[config.mk]
export PLATFORM = sky130hd
export DESIGN_NAME = joint_stepper_gen
export DESIGN_NICKNAME = d
export VERILOG_FILES = /design/src/rtl/joint_stepper_gen.sv
export SDC_FILE = /design/constraint.sdc
export NUM_CORES = 1
export LEC_CHECK = 0
export CAP_MARGIN = 30
export CORE_ASPECT_RATIO = 1.5
export CORE_UTILIZATION = 62
export DETAILED_ROUTE_END_ITERATION = 10
export GPL_TIMING_DRIVEN = 0
export PLACE_DENSITY = 0.95
export SETUP_SLACK_MARGIN = 0.2
export SKIP_LAST_GASP = 1
export SLEW_MARGIN = 25
export SYNTH_ARGS = -nofsm -noshare
export SYNTH_HDL_FRONTEND = slang
export SYNTH_SLANG_ARGS = --single-unit
export TNS_END_PERCENT = 10
[constraint.sdc]
create_clock -name clk -period 21 [get_ports clk]
set_input_delay 5.25 -clock clk [delete_from_list [all_inputs] [get_ports clk]]
set_output_delay 5.25 -clock clk [all_outputs]
set_load 0.05 [all_outputs]
[src/rtl/joint_stepper_gen.sv]
// rtl/joint_stepper_gen.sv - step/direction pulse generator for one joint
// Define JOINT_STEPPER_POSITION_EN to keep a signed step-position counter on jointFeedback.
module joint_stepper_gen #(
  parameter int WIDTH     = 32,
  parameter int PULSE_LEN = 100,
  parameter int DIR_SETUP = 50
) (
  input  logic             clk,
  input  logic             rst,
  input  logic             jointEnable,
  input  logic [WIDTH-1:0] jointFreqCmd,
  output logic             DIR,
  output logic             STP,
  output logic             busy,
  output logic [WIDTH-1:0] jointFeedback
);

  localparam int PHASE_MAX = (PULSE_LEN > DIR_SETUP) ? PULSE_LEN : DIR_SETUP;
  localparam int PW = $clog2(PHASE_MAX + 1);
  localparam logic [PW-1:0]    PULSE_LAST = PW'(PULSE_LEN - 1);
  localparam logic [PW-1:0]    SETUP_LAST = PW'(DIR_SETUP - 1);
  localparam logic [WIDTH-1:0] MIN_PERIOD = WIDTH'(2 * PULSE_LEN);

  typedef enum logic [1:0] {S_IDLE, S_DIR_SETUP, S_STEP_HIGH, S_STEP_LOW} state_t;

  state_t           state;
  logic [PW-1:0]    phase_cnt;
  logic [WIDTH-1:0] period_cnt;
  logic [WIDTH-1:0] mag;
  logic [WIDTH-1:0] eff_period;
  logic             go;
  logic             want_dir;
  logic             period_due;
  logic             decide;
  logic             dir_req;
  logic             step_req;
  logic             enter_high;

  // The last STEP_LOW cycle makes the IDLE decision so back-to-back steps
  // land exactly 2*PULSE_LEN apart at the clamped minimum period.
  always_comb begin
    mag        = jointFreqCmd[WIDTH-1] ? -jointFreqCmd : jointFreqCmd;
    eff_period = (mag > MIN_PERIOD) ? mag : MIN_PERIOD;
    period_due = period_cnt >= (eff_period - WIDTH'(1));
    go         = jointEnable && (jointFreqCmd != '0);
    want_dir   = !jointFreqCmd[WIDTH-1] && (jointFreqCmd != '0);
    decide     = (state == S_IDLE) || ((state == S_STEP_LOW) && (phase_cnt == '0));
    dir_req    = go && (want_dir != DIR);
    step_req   = go && !dir_req && period_due;
    enter_high = (decide && step_req) ||
                 ((state == S_DIR_SETUP) && go && (phase_cnt == '0));
  end

  always_ff @(posedge clk) begin
    if (rst) begin
      state     <= S_IDLE;
      phase_cnt <= '0;
      DIR       <= 1'b0;
      STP       <= 1'b0;
      busy      <= 1'b0;
    end else if (decide) begin
      if (dir_req) begin
        DIR       <= want_dir;
        state     <= S_DIR_SETUP;
        phase_cnt <= SETUP_LAST;
        busy      <= 1'b1;
      end else if (step_req) begin
        state     <= S_STEP_HIGH;
        STP       <= 1'b1;
        phase_cnt <= PULSE_LAST;
        busy      <= 1'b1;
      end else begin
        state <= S_IDLE;
        busy  <= 1'b0;
      end
    end else begin
      case (state)
        S_DIR_SETUP: begin
          if (!go) begin
            state <= S_IDLE;
            busy  <= 1'b0;
          end else if (phase_cnt == '0) begin
            state     <= S_STEP_HIGH;
            STP       <= 1'b1;
            phase_cnt <= PULSE_LAST;
          end else begin
            phase_cnt <= phase_cnt - PW'(1);
          end
        end
        S_STEP_HIGH: begin
          if (phase_cnt == '0) begin
            state     <= S_STEP_LOW;
            STP       <= 1'b0;
            phase_cnt <= PULSE_LAST;
          end else begin
            phase_cnt <= phase_cnt - PW'(1);
          end
        end
        default: begin
          phase_cnt <= phase_cnt - PW'(1);
        end
      endcase
    end
  end

  // Starts saturated so the very first step is not held off by the period.
  always_ff @(posedge clk) begin
    if (rst) begin
      period_cnt <= '1;
    end else if (enter_high) begin
      period_cnt <= '0;
    end else if (period_cnt != '1) begin
      period_cnt <= period_cnt + WIDTH'(1);
    end
  end

`ifdef JOINT_STEPPER_POSITION_EN
  always_ff @(posedge clk) begin
    if (rst) begin
      jointFeedback <= '0;
    end else if (enter_high) begin
      jointFeedback <= DIR ? (jointFeedback + WIDTH'(1)) : (jointFeedback - WIDTH'(1));
    end
  end
`else
  assign jointFeedback = '0;
`endif

endmodule
==> summary.md, run 1 <==
| Metric | Value |
|---|---|
| Share of cells above drive strength 1 | `0.1063` |
| Global-route wire length before repair | `21,770 um` |
| DRT iter0 DRCs | `319` |
| Root buf cell | `clkbuf_16` |
| Post_cts resized | `0` |
| Setup TNS | `0 ps` |
| Buf/Inv on CP | `4` |
| Yosys warning count | `0` |
| Fin nets | `819` |
| Row count | `40` |
| Setup crit start | `jointFreqCmd[0]` |
| CORE AREA | `between 0.008 and 0.009 sq mm` |
| Initial antenna violation count | `0` |
| Worst setup EP type | `flop` |
| Die area | `approximately 0.0089 sq mm` |
| EDFF count, synth | `0` |
| LEAKAGE | `between 2 and 2.5 nW` |
| Post-synth ARST share | `0` |
| Inserted Diodes | `0` |
| Hold Crit Class | `flop to flop` |
| Post-Layout Cell Count | `around 850` |
| Final Critical Period | `12,750 ps` |
| Reg-to-reg slack, setup | `between 15,000 and 20,000 ps` |
| Clock sinks | `44` |
| Design area | `just under 0.006 sq mm` |
| Final Util | `0.7327` |
| Drt total wl | `13,160 um` |
| Tcrit/Tclk final | `0.6074` |
| DP Area | `just under 0.006 sq mm` |
| Overflow after GRT | `0` |
| Slew margin rel. | `0.3820` |
| Setup Skew | `5.531 ps` |
| Avg Cell Area, Syn | `approximately 8 sq um` |
| Wire per inst | `about 16 um` |
| DRT Pass-1 Iters | `5` |
| Flops & latches, synth | `44` |
| Outcome | `finished clean` |
| Maxcap violations | `0` |
| Postcts setup bufs | `0` |
| CTS tree | `yes` |
| Clock Path Buffers | `2` |
| Die outline height | `around 110 um` |
| Antenna viol nets, final | `0` |
| Final count of negative-setup-slack endpoints | `0` |
| Crit Path Class | `input port to flop` |
| Cts bufs inserted | `5` |
| Unrepaired setup endpoints after global routing | `false` |
| Worst Min Path Start | `phase_cnt[5]` |
| Most used DFF post-synth | `dfxtp_1` |
| Area grow syn2layout | `12.65%` |
| Critical path peak fanout | `10` |
| Overall Power | `~550 uW` |
| Clock Pin Slew Worst Setup and Hold Paths | `about 60 ps` |
| FMAX | `slightly below 80 MHz` |
| Mapped Area | `approximately 0.0053 sq mm` |
| Commonest non-fill, non-tap cells in the layout | `58 x nand2_1, 57 x xnor2_1, 50 x nor2_1, 50 x a21o_1, 44 x dfxtp_1` |
| Synth unique cells | `76` |
| Min-Delay Path Depth | `1` |
| FF-to-FF End | `period_cnt[14]` |
| Hold Path Sink | `phase_cnt[5]` |
| Syn Inst Count | `approximately 680` |
| Vias in the first global route | `roughly 5,000` |
| Clk Latency, worst-skew pair | `about 290 ps` |
| Largest net degree at the start of global routing | `14` |
| RR Startpoint | `period_cnt[0]` |
| DP Cell Count | `between 800 and 900` |
| Top delay family on crit path | `compound AO/OA/AOI/OAI gates` |
| Htree depth | `2` |
| Startpoint types | `input port` |
| I/O pins | `70` |
| Sequential share of the synthesized area | `0.1670` |
| DP Wirelength | `about 11,000 um` |
| GPL Wtd Cong | `~0.92` |
| Worst EP arrival | `approximately 13,000 ps` |
| Critical path required time | `roughly 21,000 ps` |
| Maximum vdd drop | `between 0.00005 and 0.00006 V` |
| Hold_buf cts | `0` |
| Vias | `slightly above 5,000` |
| DR DRC count | `0` |
| Critical path's slowest cell | `clkdlybuf4s50_1` |
| Most common cell after layout, fill and taps aside | `nand2_1` |
| Final hold vios | `0` |
| Die width | `77.31 um` |
| CP most frequent cell | `a21o_1` |
| Overall global routing resource usage | `0.2994` |
| Initial Util | `0.6505` |
| Crit path largest cell delay | `550 ps` |
| Pwr Density | `between 90 and 100 mW/mm^2` |
| Measured slew at the worst slew-check pin | `917.0 ps` |
| Worst R2R Path Depth | `13` |
| Max Slew Vio Count | `0` |
| Vias/cell | `6.074` |
| PortBufs | `27` |
-- cell families (layout without fill, tap and decap cells) --
kind of cell    count (synthesis)  count (layout)  share of synthesized area
flops                          44              44                     0.1670
mux                             3               3                   0.007116
compound gates                159             159                     0.2230
simple gates                  255             255                     0.2705
xor+xnor                       86              86                     0.1428
buf+inv                        87             122                    0.08920
fa+ha+maj                      42              42                    0.09964
other cells                     1              32                  0.0007111
-- per-layer routing --
metal	track usage	vias to the layer above	wire length [um]
li1	-	2518	-
met1	0.3018	2403	4961
met2	0.5853	184	7140
met3	0.02460	46	463
met4	0.1874	0	597
met5	0	-	0
-- Yosys cell counts (3+ instances only) --
master | number | area share
ha_1 | 42 | 0.10
nand2b_1 | 6 | 0.0071
dfxtp_1 | 44 | 0.17
or2_2 | 4 | 0.0047
o21bai_1 | 3 | 0.0043
or3b_2 | 3 | 0.0050
o41ai_1 | 4 | 0.0066
nand2_1 | 58 | 0.041
clkbuf_1 | 25 | 0.018
o31ai_1 | 12 | 0.017
xor2_1 | 29 | 0.048
nor3_1 | 12 | 0.011
nand3b_1 | 5 | 0.0071
o21ai_0 | 17 | 0.016
inv_1 | 21 | 0.015
o41ai_2 | 3 | 0.0093
nor4_4 | 3 | 0.012
or3_1 | 6 | 0.0071
a21oi_1 | 25 | 0.024
and3_1 | 10 | 0.012
xnor2_1 | 57 | 0.095
nand3_1 | 29 | 0.028
nor4_1 | 8 | 0.0095
nand4_1 | 26 | 0.031
and2_1 | 6 | 0.0071
nor2_1 | 50 | 0.036
and4_1 | 7 | 0.012
o21a_1 | 6 | 0.0085
buf_2 | 4 | 0.0038
a21o_1 | 50 | 0.071
buf_4 | 33 | 0.047
a21boi_0 | 3 | 0.0043
nor2b_1 | 5 | 0.0059
a31oi_1 | 5 | 0.0059
a211oi_1 | 4 | 0.0057
-- where the power goes --
part | switching (mW) | internal (mW)
clock network | 0.0330 | 0.0469
registers | 0.0421 | 0.118
logic | 0.174 | 0.139
total | 0.249 | 0.304
-- through the flow --
stage	setup WS, ps	hold WS (ps)
after floorplan	9950	450.5
after global routing	7546	517.9
after global placement	8275	475.5
after CTS	8334	498.8
after detailed placement	8084	485.6
final	8245	510.4
-- layout make-up --
class	instances	area [sq um]
Inverter	22	82.58
Clock inverter	2	10.01
Tap cell	105	131.4
Timing Repair Buffer	27	270.3
Sequential cell	44	880.8
Multi-Input combinational cell	577	4039
Clock buffer	6	138.9
Buffer	65	387.9
Fill cell	638	2167
-- flip-flops by register name, summed over array words and instances (netlist names) --
signal and cells:
state 2, phase_cnt 7, period_cnt 32, STP 1, DIR 1, busy 1
-- worst max path at each step --
stage                     slack, ps  cells past startpoint              to
after global routing           7550                     30  period_cnt[14]
final                          8250                     30  period_cnt[14]
after CTS                      8330                     30  period_cnt[14]
after detailed placement       8080                     30  period_cnt[14]
after global placement         8270                     30  period_cnt[20]
after floorplan                9950                     28  period_cnt[10]
No activity file was read; power rests on OpenSTA's default activity.
==> run 2, diff against run 1 <==
--- a/config.mk
+++ b/config.mk
@@ -7,10 +7,10 @@
 export LEC_CHECK = 0
 export CAP_MARGIN = 30
 export CORE_ASPECT_RATIO = 1.5
-export CORE_UTILIZATION = 62
+export CORE_UTILIZATION = 52
 export DETAILED_ROUTE_END_ITERATION = 10
 export GPL_TIMING_DRIVEN = 0
-export PLACE_DENSITY = 0.95
+export PLACE_DENSITY = 0.9
 export SETUP_SLACK_MARGIN = 0.2
 export SKIP_LAST_GASP = 1
 export SLEW_MARGIN = 25
==> constraint.sdc (replaced) <==
create_clock -name clk -period 10.3 [get_ports clk]
set_input_delay 2.575 -clock clk [delete_from_list [all_inputs] [get_ports clk]]
set_output_delay 2.575 -clock clk [all_outputs]
set_load 0.05 [all_outputs]
==> summary.md, run 2 (same netlist as run 1, synthesis figures left out) <==
| Metric | Value |
|---|---|
| Hold_buf cts | `0` |
| DP Wirelength | `10,270 um` |
| Fin nets | `between 800 and 900` |
| Clock Path Buffers | `2` |
| Most common cell after layout, fill and taps aside | `nand2_1` |
| Crit path largest cell delay | `roughly 550 ps` |
| Setup Skew | `7.699 ps` |
| Biggest regs | `period_cnt (32), phase_cnt (7), state (2)` |
| Commonest non-fill, non-tap cells in the layout | `58 x nand2_1, 57 x xnor2_1, 50 x a21o_1, 49 x nor2_1, 44 x dfxtp_1` |
| LEAKAGE | `~2.5 nW` |
| Cts bufs inserted | `5` |
| DRT iter0 DRCs | `approximately 360` |
| Overflow after GRT | `0` |
| M1 wire length | `roughly 5000 um` |
| Final hold vios | `0` |
| CTS tree | `yes` |
| Postcts setup bufs | `0` |
| I/O pins | `70` |
| Overall global routing resource usage | `0.2443` |
| Unrepaired setup endpoints after global routing | `false` |
| Largest Register | `period_cnt` |
| PortBufs | `27` |
| Htree depth | `2` |
| Setup slack after layout | `~770 ps` |
| Antenna viol nets, final | `0` |
| Share of cells above drive strength 1 | `0.1157` |
| Clock Pin Slew Worst Setup and Hold Paths | `around 70 ps` |
| Area grow syn2layout | `13.76%` |
| Vias/cell | `5.920` |
| Row count | `between 40 and 50` |
| Top Metal Used | `met4` |
| Metal2 WL | `about 6700 um` |
| Max reg flops | `32` |
| Drt total wl | `about 13,000 um` |
| DP Area | `0.005804 sq mm` |
| Hold Crit Class | `flop to flop` |
| GPL Wtd Cong | `approximately 0.89` |
| Crit Path Class | `input port to flop` |
| Inserted Diodes | `0` |
| Vias in the first global route | `approximately 4,700` |
| DP Cell Count | `850` |
| Setup TNS | `0 ps` |
| Critical path peak fanout | `10` |
| DR DRC count | `17` |
| Tcrit/Tclk final | `0.9248` |
| Largest net degree at the start of global routing | `15` |
| DP Worst Slack | `between 20 and 30 ps` |
| Root buf cell | `clkbuf_16` |
| Critical path required time | `between 10,000 and 15,000 ps` |
| CP most frequent cell | `a21o_1` |
| Design area | `around 0.006 sq mm` |
| Worst EP arrival | `roughly 9800 ps` |
| Worst setup EP type | `flop` |
| Failing checks | `DRC` |
| Slew margin rel. | `0.4314` |
| Global-route wire length before repair | `21,290 um` |
| Max Slew Vio Count | `0` |
| Die width | `between 80 and 90 um` |
| Final count of negative-setup-slack endpoints | `0` |
| Fillers | `roughly 900` |
| Post-Layout Cell Count | `approximately 860` |
| CORE AREA | `0.009744 sq mm` |
| Clock sinks | `44` |
| Wire per inst | `approximately 15 um` |
| Outcome | `complete, but fails checks` |
| FMAX | `~100 MHz` |
| Startpoint types | `input port` |
| Final Critical Period | `roughly 9500 ps` |
| Critical path's slowest cell | `clkdlybuf4s50_1` |
| Initial antenna violation count | `0` |
| Vias | `around 5,000` |
| Maxcap violations | `0` |
| Measured slew at the worst slew-check pin | `roughly 840 ps` |
| Pwr Density | `189.8 mW/mm^2` |
| DRT Pass-1 Iters | `9` |
| Met3 routed WL | `slightly below 500 um` |
| Die area | `roughly 0.011 sq mm` |
| Die outline height | `around 130 um` |
| Initial Util | `0.5412` |
| Clk Latency, worst-skew pair | `slightly below 300 ps` |
| Maximum vdd drop | `~0.000096 V` |
[run 2: repair_timing]
| item | CTS | global route |
|---|---|---|
| gates resized for setup | 0 | 11 |
| endpoints found under the hold margin | 0 | 0 |
| setup endpoints to repair | 0 | 36 |
[run 2: critical path: cells and delay by family]
kind,cells,cell delay (ps)
simple gates,10,2880
compound gates,13,2660
buf+inv,3,990
fa+ha+maj,3,570
xor+xnor,1,100
[run 2: through the flow]
step	power, mW	utilization	hold slack (ps)
global placement	0.9135	0.5957	473.0
floorplan	0.8004	-	450.5
detailed placement	0.9383	0.5957	480.7
global route	1.230	0.6157	524.2
finish	1.138	0.6157	490.5
CTS	1.133	0.6139	492.0
[run 2: path summary, 6_finish.rpt]
path / startpoint / end / slack [ps] / depth (start not counted)
max: jointFreqCmd[0] / period_cnt[28] / 770 / 30
min: phase_cnt[1] / phase_cnt[1] / 490 / 2
max reg2reg: period_cnt[0] / period_cnt[28] / 6670 / 13
min reg2reg: phase_cnt[1] / phase_cnt[1] / 490 / 2
[run 2: layout make-up]
class	instances	area [sq um]	area share
plain buffers	65	392.9	0.06548
clock buffers	6	138.9	0.02315
clock inverters	2	38.79	0.006465
inverters	22	82.58	0.01376
multi-input cells	577	4051	0.6753
flip-flops and latches	44	880.8	0.1468
well taps	115	143.9	0.02398
repair buffers	27	270.3	0.04505
[run 2: where the power goes]
part	total [mW]	internal, mW	switching [mW]
Sequential	0.323	0.241	0.0826
Combinational	0.625	0.282	0.342
Clock	0.190	0.122	0.0689
Total	1.14	0.645	0.494
[run 2: per-layer routing]
layer  global-route usage  up-vias
li1                     -     2509
met1               0.2601     2340
met2               0.4667      185
met3              0.01716       45
met4               0.1379        0
met5                    0        -
==> run 3, diff against run 2 <==
==> constraint.sdc (replaced) <==
create_clock -name clk -period 10.3 [get_ports clk]
set_input_delay 2.575 -clock clk [delete_from_list [all_inputs] [get_ports clk]]
set_output_delay 2.575 -clock clk [all_outputs]
set_load 0.005 [all_outputs]
==> results of run 3 <==
Same layout as run 2 (identical final DEF). Status: complete, but fails checks: DRC.
Main changes from that run: total power 1.138 mW -> 1.104 mW; worst IR drop on VDD 0.00009560 V -> 0.00009344 V
